<file path="config.mk">
export PLATFORM = sky130hd
export DESIGN_NAME = calc_unit
export DESIGN_NICKNAME = d
export VERILOG_FILES = /design/src/rtl/cpu_pkg.sv /design/src/rtl/shift_add_mul.sv /design/src/rtl/calc_unit.sv
export SDC_FILE = /design/constraint.sdc
export NUM_CORES = 1
export LEC_CHECK = 0
export CORE_MARGIN = 8
export CORE_UTILIZATION = 42
export CTS_BUF_LIST = sky130_fd_sc_hd__clkbuf_8
export CTS_CLUSTER_SIZE = 30
export DETAILED_ROUTE_END_ITERATION = 8
export GPL_ROUTABILITY_DRIVEN = 0
export PLACE_DENSITY = 0.68
export SLEW_MARGIN = 10
export SYNTH_ARGS = -nofsm -noshare
export SYNTH_HDL_FRONTEND = slang
export SYNTH_SLANG_ARGS = --single-unit
</file>
<file path="constraint.sdc">
create_clock -name clk -period 6.9 [get_ports clk]
set_input_delay 1.725 -clock clk [delete_from_list [all_inputs] [get_ports clk]]
set_output_delay 1.725 -clock clk [all_outputs]
set_load 0.05 [all_outputs]
</file>
<file path="src/rtl/cpu_pkg.sv">
// cpu_pkg: encodings shared by the mini-CPU controller, memory bank and execute stage.
package cpu_pkg;

    localparam int CPU_WIDTH = 16;

    // Controller state presented to the datapath on stateCPU
    localparam logic [2:0] ST_OFF    = 3'd0;
    localparam logic [2:0] ST_FETCH  = 3'd1;
    localparam logic [2:0] ST_DECODE = 3'd2;
    localparam logic [2:0] ST_READ   = 3'd3;
    localparam logic [2:0] ST_CALC   = 3'd4;
    localparam logic [2:0] ST_WAIT   = 3'd5;
    localparam logic [2:0] ST_STORE  = 3'd6;
    localparam logic [2:0] ST_SHOW   = 3'd7;

    // Instruction opcodes
    localparam logic [2:0] OP_LOAD    = 3'd0;
    localparam logic [2:0] OP_ADD     = 3'd1;
    localparam logic [2:0] OP_ADDI    = 3'd2;
    localparam logic [2:0] OP_SUB     = 3'd3;
    localparam logic [2:0] OP_SUBI    = 3'd4;
    localparam logic [2:0] OP_MUL     = 3'd5;
    localparam logic [2:0] OP_CLEAR   = 3'd6;
    localparam logic [2:0] OP_DISPLAY = 3'd7;

endpackage

</file>
<file path="src/rtl/shift_add_mul.sv">
// shift_add_mul: iterative shift-add multiplier used by the execute stage.
// The accumulator is kept at double width so the full unsigned product is
// available; the signed upper half is recovered with two corrections, which
// is what the signed overflow flag needs.
module shift_add_mul #(
    parameter int WIDTH = 16,
    parameter int ITERS = WIDTH
) (
    input  logic             clk,
    input  logic             rst_n,
    input  logic             start,
    input  logic [WIDTH-1:0] a,
    input  logic [WIDTH-1:0] b,
    output logic             busy,
    output logic             done,
    output logic [WIDTH-1:0] product_lo,
    output logic             product_ovf
);

    localparam int CW = $clog2(ITERS + 1);

    logic [2*WIDTH-1:0] mcand;
    logic [2*WIDTH-1:0] acc;
    logic [2*WIDTH-1:0] accNext;
    logic [WIDTH-1:0]   mplier;
    logic [WIDTH-1:0]   aReg;
    logic [WIDTH-1:0]   bReg;
    logic [WIDTH-1:0]   corrA;
    logic [WIDTH-1:0]   corrB;
    logic [WIDTH-1:0]   hiSigned;
    logic [CW-1:0]      cnt;

    // Next accumulator value and the signed upper half of the product
    always_comb begin
        accNext  = acc + (mplier[0] ? mcand : '0);
        corrA    = aReg[WIDTH-1] ? bReg : '0;
        corrB    = bReg[WIDTH-1] ? aReg : '0;
        hiSigned = accNext[2*WIDTH-1:WIDTH] - corrA - corrB;
    end

    assign done        = busy && (cnt == CW'(ITERS - 1));
    assign product_lo  = accNext[WIDTH-1:0];
    assign product_ovf = (hiSigned != {WIDTH{accNext[WIDTH-1]}});

    // Load operands on start, then one add-and-shift step per cycle
    always_ff @(posedge clk or negedge rst_n) begin
        if (!rst_n) begin
            mcand  <= '0;
            mplier <= '0;
            acc    <= '0;
            aReg   <= '0;
            bReg   <= '0;
            cnt    <= '0;
            busy   <= 1'b0;
        end else if (start) begin
            mcand  <= {{WIDTH{1'b0}}, a};
            mplier <= b;
            acc    <= '0;
            aReg   <= a;
            bReg   <= b;
            cnt    <= '0;
            busy   <= 1'b1;
        end else if (busy) begin
            acc    <= accNext;
            mcand  <= mcand << 1;
            mplier <= mplier >> 1;
            cnt    <= cnt + 1'b1;
            if (done) begin
                busy <= 1'b0;
            end
        end
    end

endmodule

</file>
<file path="src/rtl/calc_unit.sv">
// calc_unit: execute stage of the mini-CPU. Single-cycle ALU for most opcodes,
// iterative multiplier for MUL, result and flags held until the next FETCH.
module calc_unit
    import cpu_pkg::*;
#(
    parameter int WIDTH     = CPU_WIDTH,
    parameter int MUL_ITERS = WIDTH
) (
    input  logic             clk,
    input  logic             rst_n,
    input  logic [2:0]       stateCPU,
    input  logic [2:0]       opcode,
    input  logic [WIDTH-1:0] v1RAM,
    input  logic [WIDTH-1:0] v2RAM,
    input  logic [WIDTH-1:0] imm,
    output logic [WIDTH-1:0] valorGuardarRAM,
    output logic             calcDone,
    output logic             overflow
);

    localparam logic [1:0] IDLE = 2'd0;
    localparam logic [1:0] MULT = 2'd1;
    localparam logic [1:0] DONE = 2'd2;

    logic [1:0]       state;
    logic [WIDTH-1:0] aluResult;
    logic             aluOvf;
    logic             mulStart;
    logic             mulBusy;
    logic             mulDone;
    logic [WIDTH-1:0] mulLo;
    logic             mulOvf;

    assign mulStart = (state == IDLE) && (stateCPU == ST_CALC) && (opcode == OP_MUL);

    shift_add_mul #(
        .WIDTH (WIDTH),
        .ITERS (MUL_ITERS)
    ) u_mul (
        .clk         (clk),
        .rst_n       (rst_n),
        .start       (mulStart),
        .a           (v1RAM),
        .b           (imm),
        .busy        (mulBusy),
        .done        (mulDone),
        .product_lo  (mulLo),
        .product_ovf (mulOvf)
    );

    // Single-cycle result and signed overflow for every opcode except MUL
    always_comb begin
        aluResult = '0;
        aluOvf    = 1'b0;
        case (opcode)
            OP_LOAD: aluResult = imm;
            OP_ADD: begin
                aluResult = v1RAM + v2RAM;
                aluOvf    = (v1RAM[WIDTH-1] == v2RAM[WIDTH-1]) && (aluResult[WIDTH-1] != v1RAM[WIDTH-1]);
            end
            OP_ADDI: begin
                aluResult = v1RAM + imm;
                aluOvf    = (v1RAM[WIDTH-1] == imm[WIDTH-1]) && (aluResult[WIDTH-1] != v1RAM[WIDTH-1]);
            end
            OP_SUB: begin
                aluResult = v1RAM - v2RAM;
                aluOvf    = (v1RAM[WIDTH-1] != v2RAM[WIDTH-1]) && (aluResult[WIDTH-1] != v1RAM[WIDTH-1]);
            end
            OP_SUBI: begin
                aluResult = v1RAM - imm;
                aluOvf    = (v1RAM[WIDTH-1] != imm[WIDTH-1]) && (aluResult[WIDTH-1] != v1RAM[WIDTH-1]);
            end
            OP_CLEAR:   aluResult = '0;
            OP_DISPLAY: aluResult = v1RAM;
            default:    aluResult = '0;
        endcase
    end

    // Execute FSM: capture on the first CALC, hold the result until FETCH, OFF aborts
    always_ff @(posedge clk or negedge rst_n) begin
        if (!rst_n) begin
            state           <= IDLE;
            valorGuardarRAM <= '0;
            calcDone        <= 1'b0;
            overflow        <= 1'b0;
        end else if (stateCPU == ST_OFF) begin
            state    <= IDLE;
            calcDone <= 1'b0;
            overflow <= 1'b0;
        end else begin
            case (state)
                IDLE: begin
                    if (stateCPU == ST_CALC) begin
                        if (opcode == OP_MUL) begin
                            state <= MULT;
                        end else begin
                            valorGuardarRAM <= aluResult;
                            overflow        <= aluOvf;
                            calcDone        <= 1'b1;
                            state           <= DONE;
                        end
                    end
                end
                MULT: begin
                    if (stateCPU == ST_FETCH) begin
                        state <= IDLE;
                    end else if (mulDone) begin
                        valorGuardarRAM <= mulLo;
                        overflow        <= mulOvf;
                        calcDone        <= 1'b1;
                        state           <= DONE;
                    end else if (!mulBusy) begin
                        state <= IDLE;
                    end
                end
                DONE: begin
                    if (stateCPU == ST_FETCH) begin
                        calcDone <= 1'b0;
                        state    <= IDLE;
                    end
                end
                default: state <= IDLE;
            endcase
        end
    end

endmodule

</file>
# After elaboration in Yosys (flattened, before gate mapping)
# Index checks and enable logic that the tools add are counted.
# Widths: inputs -> output; s select.
op_classes:
  add_sub_neg: 8
  n_eq_ne: 30
  mux: 42
  n_bitwise: 1
  reduce_logical: 18
op_table:
  columns: ["cell", "count"]
  rows:
  - ["$mux 32", 5]
  - ["$mux 16", 8]
  - ["$pmux 16 s6", 1]
  - ["$sub 16x16->16", 4]
  - ["$add 16x16->16", 2]
  - ["$add 32x32->32", 1]
  - ["$pmux 16 s2", 1]
  - ["$ne 16x16->1", 1]
  - ["$mux 1", 14]
  - ["$mux 2", 7]
  - ["$eq 3x3->1 const B", 4]
  - ["$ne 3x3->1 const B", 4]
  - ["$reduce_and 6->1", 2]
  - ["$mux 5", 2]
  - ["$logic_and 1x1->1", 7]
  - ["$eq 3x1->1 const B", 2]
  - ["$eq 3x2->1 const B", 2]
  - ["$logic_not 3->1", 2]
  - ["$ne 1x1->1", 6]
  - ["$ne 2x2->1 const B", 3]
  - ["$pmux 2 s3", 1]
  - ["$add 5x1->5 const B", 1]
  - ["$eq 5x4->1 const B", 1]
  - ["$ne 5x5->1 const B", 1]
  - ["15 further kinds", 17]
totals:
  register_bits: 138
  out_inout_bits: 18
  wordCells: 110

# Depth between registers and ports, before layout
# Gate-level depths: netlist of the first run.
logic_depth:
  ltp_word: 9
  ltp_mapped: 26

# Hierarchy
# A second synthesis of the first run with hierarchy kept.
unflattened:
  cells_unflattened: 1506
  hier_area_um2: 12535.8
by_module_without_submodules:
  columns: ["module", "n_inst", "cells_each", "area_per_inst_um2"]
  rows:
  - ["shift_add_mul", 1, 831, 7739.9]
  - ["calc_unit", 1, 675, 4795.8]

# Least setup slack after synthesis of the first run
# OpenSTA, ideal clock, no wires.
synth_path:
  path_type: "register -> register"
  startpoint: "reg u_mul.mplier[0]"
  endpoint: "reg overflow"
  setup_ns: 0.124
  t_arrival_ns: 5.248
  required_ns: 6.776
  path_slack_ns: 1.529
  stages_incl_launch_ff: 25
  n_path_buf: 1
  synth_period_minus_slack_ns: 5.371
  path_cell_list: "dfrtp_1 > clkbuf_1 > and2_1 > ha_1 > a211oi_1 > o21ai_0 > a22oi_2 > nand2_2 > a31o_2 > a21o_1 > a21oi_1 > xnor2_1 > fa_1 > ha_1 > and3_1 > a221oi_2 > o21ai_1 > o41ai_2 > o21bai_1 > a21oi_2 > xnor2_1 > nor4_1 > and3_1 > mux2i_1 > o31a_1"
synth_between:
  elab_chain_len: 9
synth_lines:
  columns: ["item", "line", "text"]
  rows:
  - ["from (decl)", "shift_add_mul.sv:25", "logic [WIDTH-1:0] mplier;"]
  - ["from (signal assigned)", "shift_add_mul.sv:66", "mplier <= mplier >> 1;"]
  - ["$mux 32 (*)", "shift_add_mul.sv:35", "accNext = acc + (mplier[0] ? mcand : '0);"]
  - ["$add 32x32->32 (*)", "shift_add_mul.sv:35", null]
  - ["$sub 16x16->16 (2 in a row)", "shift_add_mul.sv:38", "hiSigned = accNext[2*WIDTH-1:WIDTH] - corrA - corrB;"]
  - ["$ne 16x16->1 (*)", "shift_add_mul.sv:43", "assign product_ovf = (hiSigned != {WIDTH{accNext[WIDTH-1]}});"]
  - ["$mux 1 (*)", "calc_unit.sv:107", "end else if (mulDone) begin"]
  - ["$mux 1 (*)", "calc_unit.sv:105", "if (stateCPU == ST_FETCH) begin"]
  - ["$pmux 1 s2 (*)", "calc_unit.sv:91", "case (state)"]
  - ["$mux 1 (*)", "calc_unit.sv:86", "end else if (stateCPU == ST_OFF) begin"]
  - ["to (signal assigned)", "calc_unit.sv:98", "overflow <= aluOvf;"]
  - ["to (signal assigned)", "calc_unit.sv:109", "overflow <= mulOvf;"]
  - ["to (decl)", "calc_unit.sv:18", "output logic overflow"]
# Mark *: on every way between the ends. The rest lies on a longest branch, timed or not. The select of a mux whose other input is x is not followed.
# A chain may end at the register's enable or synchronous reset.

# Worst setup path in the final report of the first run
# Same ends and word-level chain as after synthesis.

==> impl_metrics.env, run 1 <==
export IMPL_drt_iter0_drc=1035
export IMPL_path_clk_slew_ps=90
export IMPL_seqPwrFrac=0.293
export IMPL_die_area_sq_um=34550
export IMPL_required_ps=7270
export IMPL_power_frac_comb=0.562
export IMPL_ctsResizeCount=0
export IMPL_die_w_microns=185.9
export IMPL_p_leak_nw=6.373
export IMPL_hold_path_class="flop to flop"
export IMPL_r2r_end="overflow"
export IMPL_power_density_nw_per_um2=355.9
export IMPL_start_kind="flop"
export IMPL_layout_drive_gt1_share=0.05010
export IMPL_r2r_slack_ps=620
export IMPL_finalCriticalPeriod_ps=6281
export IMPL_yosys_area_top_type_share=0.2849
export IMPL_ios=74
export IMPL_viasPerCell=5.801
export IMPL_yosysSeqAreaShare=0.2849
export IMPL_final_max_slew_viol_count=0
export IMPL_ant_nets=0
export IMPL_synth_edf_count=0
export IMPL_ys_types=77
export IMPL_first_global_vias=10500
export IMPL_max_freq_ghz=0.1592
export IMPL_ir_drop_uv=208.0
export IMPL_cts_buffers=17
export IMPL_vias=10910
export IMPL_antenna_found_initial=0
export IMPL_cts_tree="built"
export IMPL_switchingPower_mw=2.299
export IMPL_synthFlopType="dfrtp_1"
export IMPL_drc=0
export IMPL_place_area_sq_um=13180
export IMPL_drt_total_wl_mm=34.81
export IMPL_first_pass_iters=5
export IMPL_dpl_cell_count=1849
export IMPL_cts_hold_fix_buffers=0
export IMPL_grt_pass1_wl_mm=56.10
export IMPL_synth_most_common_cell="nand2_1"
export IMPL_cts_root_buf="clkbuf_8"
export IMPL_syn_cell_area_sq_um=12120
export IMPL_initial_core_util=0.4246
export IMPL_antenna_cells=0
export IMPL_slew_headroom=0.2977
export IMPL_tns_ps=0
export IMPL_cts_setup_buffers=0
export IMPL_dieHeight_microns=185.9
export IMPL_endpoint_kind="flop"
export IMPL_yosys_warnings=0
export IMPL_worst_slew_pin_transition_ps=1053
export IMPL_worst_clock_skew_ps=17.09
export IMPL_rsz0062_at_grt="no"
export IMPL_htreeDepth=4
export IMPL_worstSkewPairLatency_ps=480
export IMPL_portBuffers=73
export IMPL_post_route_period_util=0.9103
export IMPL_grt_max_degree=97
export IMPL_final_hold_violation_count=0
export IMPL_grt_ovfl_total=0
export IMPL_finalNonFillerCells=1881
export IMPL_critPathMaxStageDelay_ps=700
export IMPL_path_class="flop to flop"
export IMPL_syn_inst=1445
export IMPL_area_delta_synth_final_pct=12.25
export IMPL_rows=62
export IMPL_drv_cap=0
export IMPL_synth_nets=1632
export IMPL_crit_family="compound AO/OA/AOI/OAI gates"
export IMPL_ys_ff_latch=138
export IMPL_syn_area_per_cell_sq_um=8.388
export IMPL_synth_area_leader_cell="dfrtp_1"
export IMPL_status="completed"
export IMPL_swShare=0.4747
export IMPL_final_net_count=1671
export IMPL_arrival_ps=6650
export IMPL_stdcell_area_sq_um=13610
export IMPL_internal_power_mw=2.543
export IMPL_clock_power_share=0.145
export IMPL_hpwl_mm=26.70
export IMPL_critPathBufInv=0
export IMPL_core_sq_um=28550
export IMPL_crit_slowest_cell="dfrtp_1"
export IMPL_cts_sinks=138
export IMPL_r2r_start="u_mul.mplier[0]"
export IMPL_holdPathEnd="u_mul.bReg[13]"
export IMPL_synthTopCellsByCount="176 x nand2_1, 138 x dfrtp_1, 136 x nor2_1"
export IMPL_setup_viol=0
export IMPL_wl_per_cell_microns=18.50
export IMPL_hold_ws_ps=481.1
export IMPL_async_reset_ff_frac=1.000
export IMPL_clk_path_buf_depth=2
export IMPL_finalPower_mw=4.842
export IMPL_hold_path_depth=2
export IMPL_r2r_cells=26
export IMPL_path_max_fanout=33
export IMPL_min_from="u_mul.bReg[13]"
export IMPL_grt_total_usage=0.2041
export IMPL_synth_area_top_cells="dfrtp_1 28%, ha_1 11%, mux2i_1 6.6%"
-- logic make-up (layout without fill, tap and decap cells) --
kind of cell             Yosys count  count (layout)  synth area share
flip-flops                       138             138            0.2849
buffers and inverters            143             195           0.04491
adder cells (fa/ha/maj)          131             131            0.1476
AO/OA/AOI/OAI                    398             398            0.2215
AND/OR/NAND/NOR                  483             483            0.1816
multiplexers                      82              82           0.06886
XOR/XNOR                          70              70           0.05058
-- layout make-up --
type | count | area (sq um)
fillers | 2865 | 14940
well taps | 384 | 480.5
inverters | 80 | 300.3
flip-flops and latches | 138 | 3457
clock buffers | 17 | 234.0
repair buffers | 83 | 807.0
clock inverters | 15 | 193.9
multi-input cells | 1164 | 8133
-- power by group through the flow --
stage               clock network [mW]  logic, mW  registers [mW]
global placement                     0       2.62            1.43
CTS                              0.716       2.70            1.42
global route                     0.748       3.00            1.47
finish                           0.702       2.72            1.42
floorplan                            0       1.96            1.46
detailed placement                   0       2.69            1.43
-- worst min-delay path, cell delays in order (launching register included) --
cell and delay (ps):
dfrtp_1 350, nand2_1 50, nand2_1 60
-- worst max path at each step --
stage / from / to / slack [ps] / depth (start not counted)
global route: u_mul.mplier[0] / overflow / 20 / 26
CTS: u_mul.mplier[0] / overflow / 610 / 26
finish: u_mul.mplier[0] / overflow / 620 / 26
global placement: u_mul.mplier[0] / overflow / 790 / 25
floorplan: u_mul.mplier[0] / overflow / 1530 / 24
detailed placement: u_mul.mplier[0] / overflow / 650 / 26
-- metrics by stage --
stage                     setup slack, ps  utilization
after floorplan                      1529            -
after global placement              789.5       0.4616
after global routing                23.66       0.4766
after CTS                           609.1       0.4766
after detailed placement            648.0       0.4616
final                               619.0       0.4766
-- routing by layer --
layer | GRT usage | routed length, microns | up-vias
met5 | 0 | 0 | -
met4 | 0.05811 | 761 | 0
met3 | 0.03240 | 2001 | 53
met2 | 0.3202 | 15780 | 393
met1 | 0.2863 | 16260 | 5240
li1 | - | - | 5225
-- registers in the layout (all words and copies together), names as in the netlist --
signal / flops
overflow: 1
u_mul.aReg: 16
calcDone: 1
u_mul.acc: 32
u_mul.mcand: 32
u_mul.cnt: 5
valorGuardarRAM: 16
u_mul.mplier: 16
state: 2
u_mul.busy: 1
u_mul.bReg: 16
-- cell usage in the layout, fill, tap and decap left out, drive strengths merged, types with 11 or more instances in the layout --
master / synthesis / routed
a211oi: 15 / 15
a21o: 39 / 39
a21oi: 80 / 80
a221oi: 21 / 21
a31oi: 19 / 19
and2: 46 / 46
and3: 17 / 17
buf: 8 / 11
clkbuf: 55 / 17
clkdlybuf4s50: 0 / 72
dfrtp: 138 / 138
fa: 20 / 20
ha: 111 / 111
inv: 80 / 89
mux2i: 80 / 80
nand2: 177 / 177
nand2b: 15 / 15
nand3: 26 / 26
nor2: 136 / 136
nor3: 26 / 26
o21a: 15 / 15
o21ai: 100 / 100
o21bai: 13 / 13
xnor2: 43 / 43
xor2: 27 / 27
Power figures use the tool's default switching activity.
==> run 2, diff against run 1 <==
--- a/config.mk
+++ b/config.mk
@@ -5,13 +5,14 @@
 export SDC_FILE = /design/constraint.sdc
 export NUM_CORES = 1
 export LEC_CHECK = 0
+export CAP_MARGIN = 30
 export CORE_MARGIN = 8
-export CORE_UTILIZATION = 42
+export CORE_UTILIZATION = 40
 export CTS_BUF_LIST = sky130_fd_sc_hd__clkbuf_8
 export CTS_CLUSTER_SIZE = 30
 export DETAILED_ROUTE_END_ITERATION = 8
 export GPL_ROUTABILITY_DRIVEN = 0
-export PLACE_DENSITY = 0.68
+export PLACE_DENSITY = 0.65
 export SLEW_MARGIN = 10
 export SYNTH_ARGS = -nofsm -noshare
 export SYNTH_HDL_FRONTEND = slang
==> impl_metrics.env, run 2 (synthesized netlist as in run 1, its figures left out) <==
export IMPL_path_class="flop to flop"
export IMPL_drc=0
export IMPL_crit_start="u_mul.mplier[0]"
export IMPL_ios=74
export IMPL_layout_common_cells="176 x nand2_1, 137 x dfrtp_1, 136 x nor2_1"
export IMPL_portBuffers=73
export IMPL_dieHeight_microns=190.1
export IMPL_path_depth=24
export IMPL_htreeDepth=4
export IMPL_layout_setup_ws_ps=855.8
export IMPL_drt_total_wl_mm=35.41
export IMPL_cts_sinks=138
export IMPL_viasPerCell=5.793
export IMPL_final_common_cell="nand2_1"
export IMPL_first_global_vias=10490
export IMPL_grt_ovfl_total=0
export IMPL_cts_setup_buffers=0
export IMPL_reg_top3="u_mul.acc: 32 flops, u_mul.mcand: 32 flops"
export IMPL_dpl_cell_count=1857
export IMPL_r2r_cells=24
export IMPL_start_kind="flop"
export IMPL_path_clk_slew_ps=90
export IMPL_rows=63
export IMPL_crit_chain="buf_4 > and2_1 > ha_1 > a211oi_1 > o21ai_0 > a22oi_2 > nand2_2 > a31o_2 > a21o_1 > a21oi_1 > xnor2_1 > fa_1 > ha_1 > and3_1 > a221oi_2 > o21ai_1 > o41ai_2 > o21bai_1 > a21oi_2 > xnor2_1 > nor4_1 > and3_1 > mux2i_1 > o31a_1"
export IMPL_r2r_slack_ps=860
export IMPL_tns_ps=0
export IMPL_grt_max_degree=97
export IMPL_final_net_count=1675
export IMPL_ant_nets=0
export IMPL_rsz0062_at_grt="no"
export IMPL_critPathBufInv=1
export IMPL_wl_per_cell_microns=18.73
export IMPL_endpoint_kind="flop"
export IMPL_grt_total_usage=0.1949
export IMPL_r2r_start="u_mul.mplier[0]"
export IMPL_cts_tree="built"
export IMPL_final_max_slew_viol_count=0
export IMPL_hpwl_mm=27.18
export IMPL_die_w_microns=190.1
export IMPL_vias=10960
export IMPL_grt_pass1_wl_mm=56.84
export IMPL_initial_core_util=0.4079
export IMPL_r2r_end="overflow"
export IMPL_fill_cells=2933
export IMPL_core_sq_um=29720
export IMPL_ctsResizeCount=0
export IMPL_cts_buffers=17
export IMPL_first_pass_iters=6
export IMPL_crit_slowest_cell="dfrtp_1"
export IMPL_worst_clock_skew_ps=15.92
export IMPL_area_delta_synth_final_pct=12.65
export IMPL_arrival_ps=6400
export IMPL_drt_iter0_drc=966
export IMPL_hold_ws_ps=477.7
export IMPL_drv_cap=0
export IMPL_antenna_found_initial=0
export IMPL_final_hold_violation_count=0
export IMPL_worstSkewPairLatency_ps=460
export IMPL_crit_end="overflow"
export IMPL_cts_root_buf="clkbuf_8"
export IMPL_max_freq_ghz=0.1654
export IMPL_ir_drop_uv=188.8
export IMPL_clk_path_buf_depth=2
export IMPL_worst_slew_pin_transition_ps=974.6
export IMPL_layout_drive_gt1_share=0.05263
export IMPL_antenna_cells=0
export IMPL_p_leak_nw=6.391
export IMPL_setup_viol=0
export IMPL_critPathMaxStageDelay_ps=490
export IMPL_finalCriticalPeriod_ps=6044
export IMPL_finalNonFillerCells=1891
export IMPL_die_area_sq_um=36130
export IMPL_path_max_fanout=20
export IMPL_dpl_worst_slack_ps=971.4
export IMPL_required_ps=7250
export IMPL_crit_family="compound AO/OA/AOI/OAI gates"
export IMPL_hold_path_class="flop to flop"
export IMPL_status="completed"
export IMPL_post_route_period_util=0.8760
export IMPL_cts_hold_fix_buffers=0
export IMPL_slew_headroom=0.3503
export IMPL_power_density_nw_per_um2=354.1
export IMPL_min_from="u_mul.aReg[14]"
## run 2: per-layer routing
layer	vias up	part of all wire	track usage
li1	5233	-	-
met1	5318	0.47	0.2740
met2	345	0.45	0.2985
met3	59	0.057	0.03039
met4	0	0.029	0.07035
met5	-	0	0
## run 2: metrics by stage
step,util,area [sq um],power (mW)
final,0.4594,13650,4.835
after detailed placement,0.4442,13200,4.135
after global placement,0.4439,13190,4.069
after CTS,0.4580,13610,4.833
after global routing,0.4594,13650,5.205
after floorplan,-,12120,3.418
## run 2: how the worst min path moves through the flow
stage | end | slack [ps] | depth (start not counted)
floorplan | u_mul.aReg[12] | 440 | 2
global placement | u_mul.aReg[13] | 450 | 2
detailed placement | u_mul.aReg[14] | 460 | 2
CTS | u_mul.aReg[14] | 480 | 2
global route | u_mul.aReg[12] | 490 | 2
finish | u_mul.aReg[14] | 480 | 2
## run 2: area by class of cell
class | count | area [sq um] | area share
clock buffers | 17 | 234.0 | 0.01714
clock inverters | 15 | 176.4 | 0.01292
inverters | 80 | 300.3 | 0.02199
multi-input cells | 1164 | 8133 | 0.5957
flip-flops and latches | 138 | 3457 | 0.2532
well taps | 390 | 488.0 | 0.03574
repair buffers | 87 | 864.6 | 0.06332
## run 2: worst min-delay path: stages, from the launching register on
cell and delay, ps:
dfrtp_1 340, nand2_1 50, nand2_1 60
## run 2: power breakdown
group          switching (mW)  leakage [nW]  total [mW]  internal (mW)
Clock                   0.400         0.201       0.678          0.278
Combinational            1.60          4.42        2.74           1.14
Sequential              0.289          1.77        1.41           1.13
Total                    2.29          6.39        4.83           2.55
==> run 3, diff against run 2 <==
--- a/config.mk
+++ b/config.mk
@@ -17,3 +17,4 @@
 export SYNTH_ARGS = -nofsm -noshare
 export SYNTH_HDL_FRONTEND = slang
 export SYNTH_SLANG_ARGS = --single-unit
+export TNS_END_PERCENT = 5
==> results of run 3 <==
Final layout, timing and power as in run 2 (identical DEF).
